[config.mk]
export PLATFORM = sky130hd
export DESIGN_NAME = frame_config_ctrl
export DESIGN_NICKNAME = d
export VERILOG_FILES = /design/src/rtl/frame_config_ctrl.sv
export SDC_FILE = /design/constraint.sdc
export NUM_CORES = 1
export LEC_CHECK = 0
export CORE_AREA = 2 2 220 222
export CTS_CLUSTER_DIAMETER = 150
export DETAILED_ROUTE_END_ITERATION = 16
export DIE_AREA = 0 0 222 224
export DONT_BUFFER_PORTS = 1
export HOLD_SLACK_MARGIN = 0.12
export PLACE_DENSITY = 0.71
export SLEW_MARGIN = 5
export SYNTH_ARGS = -nofsm -noshare
export SYNTH_HDL_FRONTEND = slang
export SYNTH_SLANG_ARGS = --single-unit
export TNS_END_PERCENT = 50
[constraint.sdc]
create_clock -name UserCLK -period 1.6 [get_ports UserCLK]
set_input_delay 0.24 -clock UserCLK [delete_from_list [all_inputs] [get_ports UserCLK]]
set_output_delay 0.24 -clock UserCLK [all_outputs]
set_load 0.01 [all_outputs]
[src/rtl/frame_config_ctrl.sv]
`timescale 1ns/1ps
// frame_config_ctrl
//   Streams bitstream words into a per-column frame buffer one row at a time.
//   Once all rows of a frame are loaded, it pulses the one-hot strobe for that
//   frame. After the last frame it pulses done and returns to idle.
//
//   Optional feature (macro CFG_CHECKSUM_EN): the block keeps a running XOR of
//   every accepted frame word. After the last frame it accepts one extra
//   checksum word, and err latches (word != XOR).
//
// Ports
//   UserCLK      in   1              only clock, rising edge
//   Reset        in   1              synchronous, active-high
//   start        in   1              begin a column pass (sampled in IDLE only)
//   s_data       in   32             bitstream word
//   s_valid      in   1              s_data valid
//   s_ready      out  1              word accepted when s_valid & s_ready
//   FrameData    out  NUM_ROWS*32    assembled frame, row r at [32r+31:32r]
//   FrameStrobe  out  NUM_FRAMES     one-hot frame write strobe
//   busy         out  1              high outside IDLE
//   done         out  1              one-cycle completion pulse
//   err          out  1              checksum mismatch (0 without the macro)
//
// state  | meaning
// IDLE   | waiting for start
// LOAD   | accepting row words of the current frame
// STROBE | frame complete, pulse FrameStrobe[frame_cnt]
// CHECK  | accepting the checksum word (CFG_CHECKSUM_EN only)
// DONE   | one-cycle done pulse, then back to IDLE
module frame_config_ctrl #(
  parameter int NUM_ROWS   = 16,
  parameter int NUM_FRAMES = 20
) (
  input  logic                     UserCLK,
  input  logic                     Reset,
  input  logic                     start,
  input  logic [31:0]              s_data,
  input  logic                     s_valid,
  output logic                     s_ready,
  output logic [NUM_ROWS*32-1:0]   FrameData,
  output logic [NUM_FRAMES-1:0]    FrameStrobe,
  output logic                     busy,
  output logic                     done,
  output logic                     err
);

  localparam int ROW_W = (NUM_ROWS > 1) ? $clog2(NUM_ROWS) : 1;
  localparam int FRM_W = (NUM_FRAMES > 1) ? $clog2(NUM_FRAMES) : 1;
  localparam logic [ROW_W-1:0] ROW_LAST = ROW_W'(NUM_ROWS - 1);
  localparam logic [FRM_W-1:0] FRM_LAST = FRM_W'(NUM_FRAMES - 1);

  typedef enum logic [2:0] {
    IDLE   = 3'd0,
    LOAD   = 3'd1,
    STROBE = 3'd2,
`ifdef CFG_CHECKSUM_EN
    CHECK  = 3'd3,
`endif
    DONE   = 3'd4
  } state_e;

  state_e                     state_q, state_d;
  logic [ROW_W-1:0]           row_cnt_q, row_cnt_d;
  logic [FRM_W-1:0]           frame_cnt_q, frame_cnt_d;
  logic [NUM_ROWS-1:0][31:0]  frame_q, frame_d;
  logic                       xfer;

`ifdef CFG_CHECKSUM_EN
  logic        err_q, err_d;
  logic [31:0] xor_q, xor_d;

  assign s_ready = (state_q == LOAD) || (state_q == CHECK);
  assign err     = err_q;
`else
  assign s_ready = (state_q == LOAD);
  assign err     = 1'b0;
`endif

  assign xfer      = s_valid & s_ready;
  assign busy      = (state_q != IDLE);
  assign done      = (state_q == DONE);
  assign FrameData = frame_q;

  always_comb begin
    state_d     = state_q;
    row_cnt_d   = row_cnt_q;
    frame_cnt_d = frame_cnt_q;
    frame_d     = frame_q;
    FrameStrobe = '0;
`ifdef CFG_CHECKSUM_EN
    err_d       = err_q;
    xor_d       = xor_q;
`endif
    case (state_q)
      IDLE: begin
        if (start) begin
          state_d     = LOAD;
          row_cnt_d   = '0;
          frame_cnt_d = '0;
`ifdef CFG_CHECKSUM_EN
          err_d       = 1'b0;
          xor_d       = '0;
`endif
        end
      end
      LOAD: begin
        if (xfer) begin
          frame_d[row_cnt_q] = s_data;
`ifdef CFG_CHECKSUM_EN
          xor_d = xor_q ^ s_data;
`endif
          if (row_cnt_q == ROW_LAST) begin
            row_cnt_d = '0;
            state_d   = STROBE;
          end else begin
            row_cnt_d = row_cnt_q + ROW_W'(1);
          end
        end
      end
      STROBE: begin
        FrameStrobe[frame_cnt_q] = 1'b1;
        if (frame_cnt_q != FRM_LAST) begin
          frame_cnt_d = frame_cnt_q + FRM_W'(1);
          state_d     = LOAD;
        end else begin
`ifdef CFG_CHECKSUM_EN
          state_d = CHECK;
`else
          state_d = DONE;
`endif
        end
      end
`ifdef CFG_CHECKSUM_EN
      CHECK: begin
        if (xfer) begin
          err_d   = (s_data != xor_q);
          state_d = DONE;
        end
      end
`endif
      DONE:    state_d = IDLE;
      default: state_d = IDLE;
    endcase
  end

  always_ff @(posedge UserCLK) begin
    if (Reset) begin
      state_q     <= IDLE;
      row_cnt_q   <= '0;
      frame_cnt_q <= '0;
      frame_q     <= '0;
`ifdef CFG_CHECKSUM_EN
      err_q       <= 1'b0;
      xor_q       <= '0;
`endif
    end else begin
      state_q     <= state_d;
      row_cnt_q   <= row_cnt_d;
      frame_cnt_q <= frame_cnt_d;
      frame_q     <= frame_d;
`ifdef CFG_CHECKSUM_EN
      err_q       <= err_d;
      xor_q       <= xor_d;
`endif
    end
  end

endmodule

# After elaboration in Yosys (flattened, before gate mapping)
# Cells that the tools add are included.
[word_totals]
in_bits = 36
reg_bits = 524
wordCells = 63
output_inout_bits = 536
[classes]
n_addsub = 2
magnitude_cmp = 4
bitwise = 1
n_eq_ne = 9
mux = 18
n_reduce_logical = 10
[op_table]
columns = ["operator", "count"]
rows = [
  ["bitwise mux 512 bit", 1],
  ["demux 32 bit (select 4 bit)", 1],
  ["two-way mux 32 bit", 1],
  ["two-way mux 20 bit", 1],
  ["two-way mux 3 bit", 4],
  ["two-way mux 4 bit", 3],
  ["two-way mux 5 bit", 2],
  ["case mux 5 bit (2 select lines)", 1],
  ["case mux 3 bit (3 select lines)", 1],
  ["AND reduction 3 bit", 3],
  ["case mux 4 bit (2 select lines)", 1],
  ["< comparator 5 x 6 -> 1 bit, second input constant", 1],
  ["adder 5 x 1 -> 5 bit, second input constant", 1],
  ["demux 1 bit (select 5 bit)", 1],
  [">= comparator 5 x 1 -> 1 bit, second input constant", 1],
  ["< comparator 4 x 5 -> 1 bit, second input constant", 1],
  ["inequality test 5 bit, second input constant", 1],
  ["adder 4 x 1 -> 4 bit, second input constant", 1],
  ["equality test 4 bit, second input constant", 1],
  [">= comparator 4 x 1 -> 1 bit, second input constant", 1],
  ["inequality test 2 x 1 -> 1 bit, second input constant", 2],
  ["inequality test 2 bit, second input constant", 2],
  ["nonzero test 2 bit", 2],
  ["equality test 3 x 1 -> 1 bit, second input constant", 1],
  ["other kinds (8)", 9],
]

# Depth between registers and ports, before layout
# Gate-level depths: netlist of run 1.
[depth]
depth_word = 5
ltp_mapped = 9
depth_no_buf = 5

# Least setup slack after synthesis of run 1
# No wires, ideal clock.
[synth_path]
path_type = "flip-flop to flip-flop"
start = "reg state_q[2]"
end = "reg frame_q, in the netlist FrameData[103]"
path_slack_ps = -48
required_time_ps = 1457
n_path_buf = 5
stages_incl_launch_ff = 10
arrival_time_ps = 1505
path_cell_list = "dfxtp_1 buf_6 nor4bb_4 buf_4 buf_6 buf_6 nand3_4 buf_6 nand2_1 a21oi_2"
[synth_between]
elab_chain_len = 3
[synth_rtl]
columns = ["element", "line_no", "text"]
rows = [
  ["start, declared", "62", "state_e state_q, state_d;"],
  ["start signal, assigned", "157", "state_q <= state_d;"],
  ["equality test 3 x 1 -> 1 bit *", "75, 94", ""],
  ["AND 1 bit", "79", "assign xfer = s_valid & s_ready;"],
  ["AND reduction 2 bit (no source line) *", "n/a", ""],
  ["end signal, assigned", "160", "frame_q <= frame_d;"],
  ["end, declared", "65", "logic [NUM_ROWS-1:0][31:0] frame_q, frame_d;"],
]
# Mark *: on every way between the ends. The rest lies on a longest branch, timed or not.
# A chain may end at the register's enable or synchronous reset.

# Worst setup path in the final report of run 1
[layout_path]
start = "in Reset"
end = "reg frame_q, in the netlist FrameData[351]"
[layout_lines]
columns = ["element", "line_no", "text"]
rows = [
  ["start, declared", "35", "input logic Reset,"],
]
# No word-level cell between the ends.

==> run_summary.xml, run 1 <==
<?xml version="1.0" encoding="UTF-8"?>
<metrics>
  <group name="critical_path">
    <metric name="timing_startpoint_of_the_critical_path" unit="">Reset</metric>
    <metric name="timing.critical_path.cells" unit="">a21oi_1</metric>
    <metric name="count_of_buffer_and_inverter_cells_on_the_critical_path" unit="">0</metric>
    <metric name="ff2ff_path_depth" unit="">9</metric>
    <metric name="worst-path-max-fanout" unit="">523</metric>
    <metric name="critPathMaxStageDelay" unit="ns">0.99</metric>
    <metric name="cp.depth" unit="">1</metric>
    <metric name="worst-endpoint-required" unit="ns">2.02</metric>
    <metric name="reg2reg_to" unit="">FrameData[283]</metric>
    <metric name="timing.setup.critical_path_class" unit="">primary input to flop</metric>
    <metric name="startpoint_type" unit="">primary input</metric>
    <metric name="worst_ep_arrival_time" unit="ns">2.93</metric>
    <metric name="end_kind" unit="">flop</metric>
    <metric name="critical-path-top-delay-family" unit="">compound AO/OA/AOI/OAI gates</metric>
    <metric name="r2r_start" unit="">state_q[2]</metric>
    <metric name="worst_path_max_delay_cell" unit="">sky130_fd_sc_hd__a21oi_1</metric>
    <metric name="r2r_slack" unit="ns">-0.48</metric>
  </group>
  <group name="yosys">
    <metric name="syn-instance-count" unit="">2442</metric>
    <metric name="syn_avg_cell_area" unit="sq um">8.310</metric>
    <metric name="synth.lib_cells_used.distinct" unit="">41</metric>
    <metric name="synth_sequential_area_ratio" unit="">0.5169</metric>
    <metric name="synth_warnings" unit="">0</metric>
    <metric name="syn-cell-area" unit="sq um">20290</metric>
    <metric name="synth.ff_latch_count" unit="">524</metric>
    <metric name="synth.largest_area_cell" unit="">sky130_fd_sc_hd__dfxtp_1</metric>
    <metric name="yosysTopAreaCellShare" unit="">0.5169</metric>
    <metric name="netlist_top_cells_area" unit="">sky130_fd_sc_hd__dfxtp_1 (52%), sky130_fd_sc_hd__nand2_1 (19%), sky130_fd_sc_hd__a21oi_2 (12%)</metric>
    <metric name="mappedNetlistNets" unit="">2486</metric>
  </group>
  <group name="clocking">
    <metric name="tritoncts.num_buffers" unit="">51</metric>
    <metric name="htree_levels" unit="">2</metric>
    <metric name="cts.sinks" unit="">524</metric>
    <metric name="root_buffer_master" unit="">sky130_fd_sc_hd__clkbuf_16</metric>
    <metric name="tritoncts_clock_tree" unit="">done</metric>
    <metric name="max-clock-path-buffers" unit="">3</metric>
    <metric name="clk_pin_slew_worst_setup_hold_paths" unit="ns">0.06</metric>
    <metric name="clk_latency" unit="ns">0.59</metric>
  </group>
  <group name="place">
    <metric name="dp_hpwl" unit="mm">43.25</metric>
    <metric name="numPortBuffers" unit="">0</metric>
    <metric name="placedCellCount" unit="">2883</metric>
    <metric name="gp_congestion" unit="">0.8267</metric>
    <metric name="placement.cell_area" unit="sq um">20530</metric>
  </group>
  <group name="grt">
    <metric name="number_of_global_route_vias_before_repair" unit="">16570</metric>
    <metric name="met1_usage" unit="">0.3245</metric>
    <metric name="grt_pass1_wl" unit="mm">105.9</metric>
    <metric name="gr-usage-met2" unit="">0.4581</metric>
    <metric name="grt-busiest-layer" unit="">met2</metric>
    <metric name="grt.met3_usage" unit="">0.09850</metric>
    <metric name="grt_util_all_layers" unit="">0.2782</metric>
    <metric name="grt_max_degree" unit="">524</metric>
    <metric name="grt_overflow_total" unit="">0</metric>
    <metric name="number_of_antenna_violations_at_the_first_check_in_global_routing" unit="">0</metric>
  </group>
  <group name="routing">
    <metric name="via_per_inst" unit="">5.776</metric>
    <metric name="routed_wire_length_per_instance" unit="um">26.02</metric>
    <metric name="vias" unit="">17690</metric>
    <metric name="routed_wl" unit="mm">79.68</metric>
    <metric name="antenna_left" unit="">0</metric>
    <metric name="drc" unit="">0</metric>
    <metric name="drt-pass1-iter-count" unit="">6</metric>
    <metric name="drtIter0Drc" unit="">1806</metric>
  </group>
  <group name="floorplan">
    <metric name="fp.dieH" unit="um">224</metric>
    <metric name="initial_utilization" unit="">0.4286</metric>
    <metric name="num_io_pins" unit="">572</metric>
    <metric name="die-width" unit="um">222</metric>
    <metric name="die-area" unit="sq um">49730</metric>
    <metric name="coreArea" unit="sq um">47350</metric>
    <metric name="fp-row-count" unit="">80</metric>
  </group>
  <group name="sta">
    <metric name="grt_setup_unrepaired" unit="">true</metric>
    <metric name="max_clock_freq" unit="MHz">398.8</metric>
    <metric name="final.period_utilization" unit="">1.567</metric>
    <metric name="hold-worst-slack" unit="ns">-0.2288</metric>
    <metric name="number_of_failing_hold_endpoints_at_the_final_stage" unit="">296</metric>
    <metric name="period_needed" unit="ns">2.508</metric>
    <metric name="finalSetupViolations" unit="">540</metric>
    <metric name="slew_viol_final" unit="">427</metric>
    <metric name="worst-slew-pin-transition" unit="ns">3.773</metric>
    <metric name="timing.final.ws_setup" unit="ns">-0.9078</metric>
    <metric name="fin_skew" unit="ns">0.01177</metric>
    <metric name="maxSlewHeadroom" unit="">-1.515</metric>
  </group>
  <group name="worst_hold_path">
    <metric name="worstHoldEndpoint" unit="">FrameData[53]</metric>
    <metric name="worstHoldStart" unit="">s_data[21]</metric>
    <metric name="worstHoldPathCells" unit="">2</metric>
    <metric name="hp-class" unit="">primary input to flop</metric>
  </group>
  <group name="pwr">
    <metric name="power" unit="uW">26100</metric>
    <metric name="combinationalPowerShare" unit="">0.029</metric>
    <metric name="power.share.switching" unit="">0.2190</metric>
    <metric name="power-per-cell-area" unit="nW/um^2">1036</metric>
    <metric name="leakage" unit="uW">0.008178</metric>
    <metric name="ir_drop" unit="uV">799.2</metric>
    <metric name="p_sw" unit="uW">5715</metric>
    <metric name="seq_power_share" unit="">0.503</metric>
    <metric name="p_int" unit="uW">20390</metric>
    <metric name="clock_power_share" unit="">0.467</metric>
  </group>
  <group name="run_status">
    <metric name="outcome" unit="">finished with violations</metric>
    <metric name="failed_checks" unit="">negative hold slack, max-slew violations, negative setup slack</metric>
  </group>
  <group name="finish">
    <metric name="postLayoutCoreUtil" unit="">0.5321</metric>
    <metric name="stdcell_count" unit="">3062</metric>
    <metric name="finalInstanceArea" unit="sq um">25190</metric>
    <metric name="num_antenna_cells" unit="">0</metric>
    <metric name="final_common_cell" unit="">sky130_fd_sc_hd__nand2_1</metric>
    <metric name="share_of_layout_cells_above_drive_strength_1" unit="">0.3049</metric>
    <metric name="num-nets-final" unit="">2452</metric>
    <metric name="layout_common_cells" unit="">sky130_fd_sc_hd__nand2_1 (896), sky130_fd_sc_hd__dfxtp_1 (517), sky130_fd_sc_hd__a21oi_2 (305)</metric>
    <metric name="layout-area-overhead-vs-synth" unit="%">24.14</metric>
  </group>
  <group name="job">
    <metric name="max_cap_viol_count" unit="">0</metric>
  </group>
</metrics>
-- flip-flops by register name, indices dropped and copies added, names as in the netlist --
register,cells
row_cnt_q,4
frame_cnt_q,5
state_q,3
FrameData,512
-- per-layer routing --
| metal | share of wire | vias to the layer above | wire length (um) |
|---|---|---|---|
| li1 | - | 7732 | - |
| met1 | 0.34 | 8483 | 27270 |
| met2 | 0.48 | 1205 | 37860 |
| met3 | 0.13 | 265 | 9989 |
| met4 | 0.057 | 0 | 4559 |
| met5 | 0 | - | 0 |
-- cell families after synthesis --
group	share of synthesized area
AOI/OAI and AO/OA	0.1816
adders and majority gates	0.004933
buffers and inverters	0.07485
DFF	0.5169
muxes	0.001110
other	0.0001848
and+or+nand+nor	0.2204
-- through the flow --
stage | TNS, ns | setup slack, ns
finish | -232.05 | -0.9078
global route | -185.78 | -0.4281
CTS | -105.79 | -0.2729
detailed placement | -36.88 | -0.1774
global placement | -8.508 | -0.07718
floorplan | -0.1320 | -0.006161
-- power groups by stage --
stage          logic [uW]  registers, uW  clock network (uW)
4_1_cts               627          13100               12200
3_5_place_dp          228          13400                   0
2_1_floorplan         594          13400                   0
3_3_place_gp          219          13400                   0
6_report              769          13100               12200
5_1_grt               766          13100               12700
-- synthesized netlist by cell type --
library cell                instances
sky130_fd_sc_hd__a21oi_1          249
sky130_fd_sc_hd__a21oi_2          270
sky130_fd_sc_hd__a22o_1             1
sky130_fd_sc_hd__a22oi_1            1
sky130_fd_sc_hd__a31o_2             1
sky130_fd_sc_hd__a31oi_1            2
sky130_fd_sc_hd__and2_1             2
sky130_fd_sc_hd__and2b_1            1
sky130_fd_sc_hd__and3_1            17
sky130_fd_sc_hd__buf_1              1
sky130_fd_sc_hd__buf_2             71
sky130_fd_sc_hd__buf_4             30
sky130_fd_sc_hd__buf_6             47
sky130_fd_sc_hd__buf_8              2
sky130_fd_sc_hd__clkbuf_1          96
sky130_fd_sc_hd__conb_1             1
sky130_fd_sc_hd__dfxtp_1          524
sky130_fd_sc_hd__ha_1               8
sky130_fd_sc_hd__inv_1              4
sky130_fd_sc_hd__mux2_1             1
sky130_fd_sc_hd__mux2_2             1
sky130_fd_sc_hd__nand2_1         1036
sky130_fd_sc_hd__nand3_1           14
sky130_fd_sc_hd__nand3_2            1
sky130_fd_sc_hd__nand3_4            6
sky130_fd_sc_hd__nand3b_1           3
sky130_fd_sc_hd__nand4bb_1          1
sky130_fd_sc_hd__nor2_1            28
sky130_fd_sc_hd__nor2_2             1
sky130_fd_sc_hd__nor2b_1            3
sky130_fd_sc_hd__nor3_1             3
sky130_fd_sc_hd__nor3b_1            3
sky130_fd_sc_hd__nor4b_1            1
sky130_fd_sc_hd__nor4bb_4           1
sky130_fd_sc_hd__o21ai_0            4
sky130_fd_sc_hd__o221ai_1           1
sky130_fd_sc_hd__o31ai_1            1
sky130_fd_sc_hd__or2_2              1
sky130_fd_sc_hd__or3_1              2
sky130_fd_sc_hd__or3b_2             1
sky130_fd_sc_hd__or4b_1             1
-- layout make-up --
cell class              instances  area, sq um
clock inverters                13        131.4
well taps                     615        769.5
clock buffers                  79         1562
multi-input cells            1667         9530
repair buffers                160         2681
inverters                       4        15.01
flip-flops and latches        524        10500
fillers                      3992        22150
-- repair_timing --
action / in CTS / in global routing
setup endpoints to repair: 530 / 542
gates resized for setup: 139 / 256
pin swaps: 30 / 141
buffers inserted: 20 / 5
hold endpoints to repair: 522 / 521
gates cloned: 17 / 28
hold buffers: 18 / 4
-- how the worst max path moves through the flow --
stage,slack [ns],endpoint
floorplan,-0.006,FrameData[103]
global route,-0.43,FrameData[107]
finish,-0.91,FrameData[351]
detailed placement,-0.18,FrameData[9]
global placement,-0.08,FrameData[7]
CTS,-0.27,FrameStrobe[12]
Power figures use the tool's default switching activity.
==> run 2: changes to the inputs <==
Settings changed: SKIP_LAST_GASP set to 1.
==> run_summary.xml, run 2 (synthesized netlist as in run 1, its figures left out) <==
<?xml version="1.0" encoding="UTF-8"?>
<metrics>
  <group name="sta">
    <metric name="period_needed" unit="ns">2.974</metric>
    <metric name="number_of_failing_hold_endpoints_at_the_final_stage" unit="">417</metric>
    <metric name="hold-worst-slack" unit="ns">-0.2329</metric>
    <metric name="maxSlewHeadroom" unit="">-1.028</metric>
    <metric name="final.period_utilization" unit="">1.859</metric>
    <metric name="finalSetupTns" unit="ns">-159.29</metric>
    <metric name="grt_setup_unrepaired" unit="">true</metric>
    <metric name="max_clock_freq" unit="MHz">336.2</metric>
    <metric name="worst-slew-pin-transition" unit="ns">3.042</metric>
    <metric name="timing.final.ws_setup" unit="ns">-1.374</metric>
    <metric name="slew_viol_final" unit="">352</metric>
    <metric name="finalSetupViolations" unit="">542</metric>
    <metric name="fin_skew" unit="ns">0.01021</metric>
  </group>
  <group name="worst_hold_path">
    <metric name="hp-class" unit="">primary input to flop</metric>
  </group>
  <group name="grt">
    <metric name="grt_max_degree" unit="">524</metric>
    <metric name="grt_util_all_layers" unit="">0.2786</metric>
    <metric name="number_of_global_route_vias_before_repair" unit="">16490</metric>
    <metric name="grt_overflow_total" unit="">0</metric>
    <metric name="number_of_antenna_violations_at_the_first_check_in_global_routing" unit="">1</metric>
    <metric name="grt_pass1_wl" unit="mm">106.0</metric>
  </group>
  <group name="finish">
    <metric name="largest_register_ff_count" unit="">512</metric>
    <metric name="share_of_layout_cells_above_drive_strength_1" unit="">0.2575</metric>
    <metric name="postLayoutCoreUtil" unit="">0.5100</metric>
    <metric name="layout-area-overhead-vs-synth" unit="%">18.98</metric>
    <metric name="num-nets-final" unit="">2432</metric>
    <metric name="layout_common_cells" unit="">sky130_fd_sc_hd__nand2_1 (984), sky130_fd_sc_hd__dfxtp_1 (517), sky130_fd_sc_hd__a21oi_2 (287)</metric>
    <metric name="final_common_cell" unit="">sky130_fd_sc_hd__nand2_1</metric>
    <metric name="stdcell_count" unit="">3043</metric>
  </group>
  <group name="routing">
    <metric name="routed_wire_length_per_instance" unit="um">25.10</metric>
    <metric name="drc" unit="">0</metric>
    <metric name="drt-pass1-iter-count" unit="">5</metric>
    <metric name="drtIter0Drc" unit="">1728</metric>
    <metric name="detail_route.wirelength.met1" unit="mm">27.15</metric>
    <metric name="maxUsedRoutingLayer" unit="">met4</metric>
    <metric name="via_per_inst" unit="">5.714</metric>
    <metric name="routed_wl" unit="mm">76.37</metric>
    <metric name="route.met2.wl" unit="mm">36.15</metric>
    <metric name="antenna_left" unit="">0</metric>
    <metric name="met3RoutedLength" unit="mm">9.626</metric>
    <metric name="vias" unit="">17390</metric>
  </group>
  <group name="critical_path">
    <metric name="reg2reg_to" unit="">FrameData[470]</metric>
    <metric name="r2r_start" unit="">state_q[1]</metric>
    <metric name="timing_startpoint_of_the_critical_path" unit="">Reset</metric>
    <metric name="worst-endpoint-required" unit="ns">2.08</metric>
    <metric name="ff2ff_path_depth" unit="">9</metric>
    <metric name="r2r_slack" unit="ns">-0.45</metric>
    <metric name="crit_path_end" unit="">frame_cnt_q[3]</metric>
    <metric name="startpoint_type" unit="">primary input</metric>
    <metric name="worst_ep_arrival_time" unit="ns">3.46</metric>
    <metric name="end_kind" unit="">flop</metric>
    <metric name="worst-path-max-fanout" unit="">523</metric>
    <metric name="timing.setup.critical_path_class" unit="">primary input to flop</metric>
  </group>
  <group name="floorplan">
    <metric name="die-width" unit="um">222</metric>
    <metric name="fp.dieH" unit="um">224</metric>
    <metric name="coreArea" unit="sq um">47350</metric>
    <metric name="num_io_pins" unit="">572</metric>
    <metric name="die-area" unit="sq um">49730</metric>
    <metric name="initial_utilization" unit="">0.4286</metric>
    <metric name="fp-row-count" unit="">80</metric>
  </group>
  <group name="clocking">
    <metric name="cts.sinks" unit="">524</metric>
    <metric name="root_buffer_master" unit="">sky130_fd_sc_hd__clkbuf_16</metric>
    <metric name="tritoncts.num_buffers" unit="">51</metric>
    <metric name="max-clock-path-buffers" unit="">3</metric>
    <metric name="clk_latency" unit="ns">0.59</metric>
    <metric name="clk_pin_slew_worst_setup_hold_paths" unit="ns">0.06</metric>
    <metric name="tritoncts_clock_tree" unit="">done</metric>
    <metric name="htree_levels" unit="">2</metric>
  </group>
  <group name="place">
    <metric name="dp_hpwl" unit="mm">43.25</metric>
    <metric name="gp_congestion" unit="">0.8267</metric>
    <metric name="numPortBuffers" unit="">0</metric>
    <metric name="dp_worst_setup_slack" unit="ns">-0.1774</metric>
    <metric name="placedCellCount" unit="">2883</metric>
  </group>
  <group name="pwr">
    <metric name="ir_drop" unit="uV">789.2</metric>
    <metric name="leakage" unit="uW">0.007534</metric>
    <metric name="power-per-cell-area" unit="nW/um^2">1076</metric>
  </group>
  <group name="run_status">
    <metric name="outcome" unit="">finished with violations</metric>
    <metric name="failed_checks" unit="">negative hold slack, max-slew violations, negative setup slack</metric>
  </group>
  <group name="job">
    <metric name="max_cap_viol_count" unit="">0</metric>
  </group>
</metrics>
## run 2: changes by cell type in the layout (fill, tap and decap cells not counted), moves of 3 or more
| cell | previous run | this run |
|---|---|---|
| sky130_fd_sc_hd__a21oi_2 | 305 | 287 |
| sky130_fd_sc_hd__a21oi_1 | 214 | 232 |
| sky130_fd_sc_hd__nand2_2 | 63 | 37 |
| sky130_fd_sc_hd__nand2_4 | 74 | 12 |
| sky130_fd_sc_hd__buf_4 | 37 | 42 |
| sky130_fd_sc_hd__clkbuf_16 | 75 | 63 |
| sky130_fd_sc_hd__nand2_1 | 896 | 984 |
| sky130_fd_sc_hd__dlygate4sd3_1 | 10 | 2 |
| sky130_fd_sc_hd__buf_8 | 7 | 3 |
| sky130_fd_sc_hd__buf_12 | 51 | 48 |
## run 2: what timing repair did
item,4_1_cts,5_1_grt
pin swaps,30,27
gates cloned,17,15
setup endpoints to repair,530,542
hold buffers,13,2
hold endpoints to repair,522,521
setup buffers,20,3
resized for setup,130,88
## run 2: cell type report
| class | count | area, sq um |
|---|---|---|
| Antenna cell | 1 | 2.502 |
| Clock buffer | 79 | 1562 |
| Clock inverter | 13 | 131.4 |
| Fill cell | 4161 | 23200 |
| Inverter | 4 | 15.01 |
| Multi-Input combinational cell | 1667 | 8905 |
| Sequential cell | 524 | 10500 |
| Tap cell | 615 | 769.5 |
| Timing Repair Buffer | 140 | 2257 |
## run 2: power by group
part | internal, uW | leakage [uW] | total, uW | switching [uW]
clock network | 7020 | 0.000835 | 12200 | 5170
logic | 263 | 0.00247 | 647 | 384
registers | 13100 | 0.00422 | 13100 | 58.2
## run 2: critical path, cell delays in order
cell	delay, ns
sky130_fd_sc_hd__or4b_1	1.44
sky130_fd_sc_hd__nor2b_1	0.17
sky130_fd_sc_hd__o21ai_0	0.11
sky130_fd_sc_hd__o31ai_1	0.12
## run 2: how the worst min path moves through the flow
stage             from              to  cells after the start
2_1_floorplan  s_valid      state_q[0]                      3
3_5_place_dp     Reset  FrameData[150]                      1
5_1_grt          Reset  FrameData[149]                      1
4_1_cts          Reset  FrameData[150]                      1
3_3_place_gp     Reset  FrameData[150]                      1
6_report         Reset  FrameData[149]                      1
## run 2: through the flow
| stage | power [uW] | area (sq um) |
|---|---|---|
| after CTS | 25930 | 23570 |
| after floorplan | 14010 | 20330 |
| after detailed placement | 13660 | 20530 |
| after global placement | 13650 | 20530 |
| after global routing | 26490 | 24150 |
| final | 25980 | 24150 |
## run 2: metal layers
| metal | vias to the layer above | GRT usage |
|---|---|---|
| met1 | 8305 | 0.3271 |
| met2 | 1144 | 0.4576 |
| li1 | 7686 | - |
| met3 | 252 | 0.09995 |
| met5 | - | 0 |
| met4 | 0 | 0.1251 |
==> run 3: changes to the inputs <==
Settings changed: CAP_MARGIN set to 10.
==> results of run 3 <==
No change in the layout: final DEF, timing and power equal those of run 2.
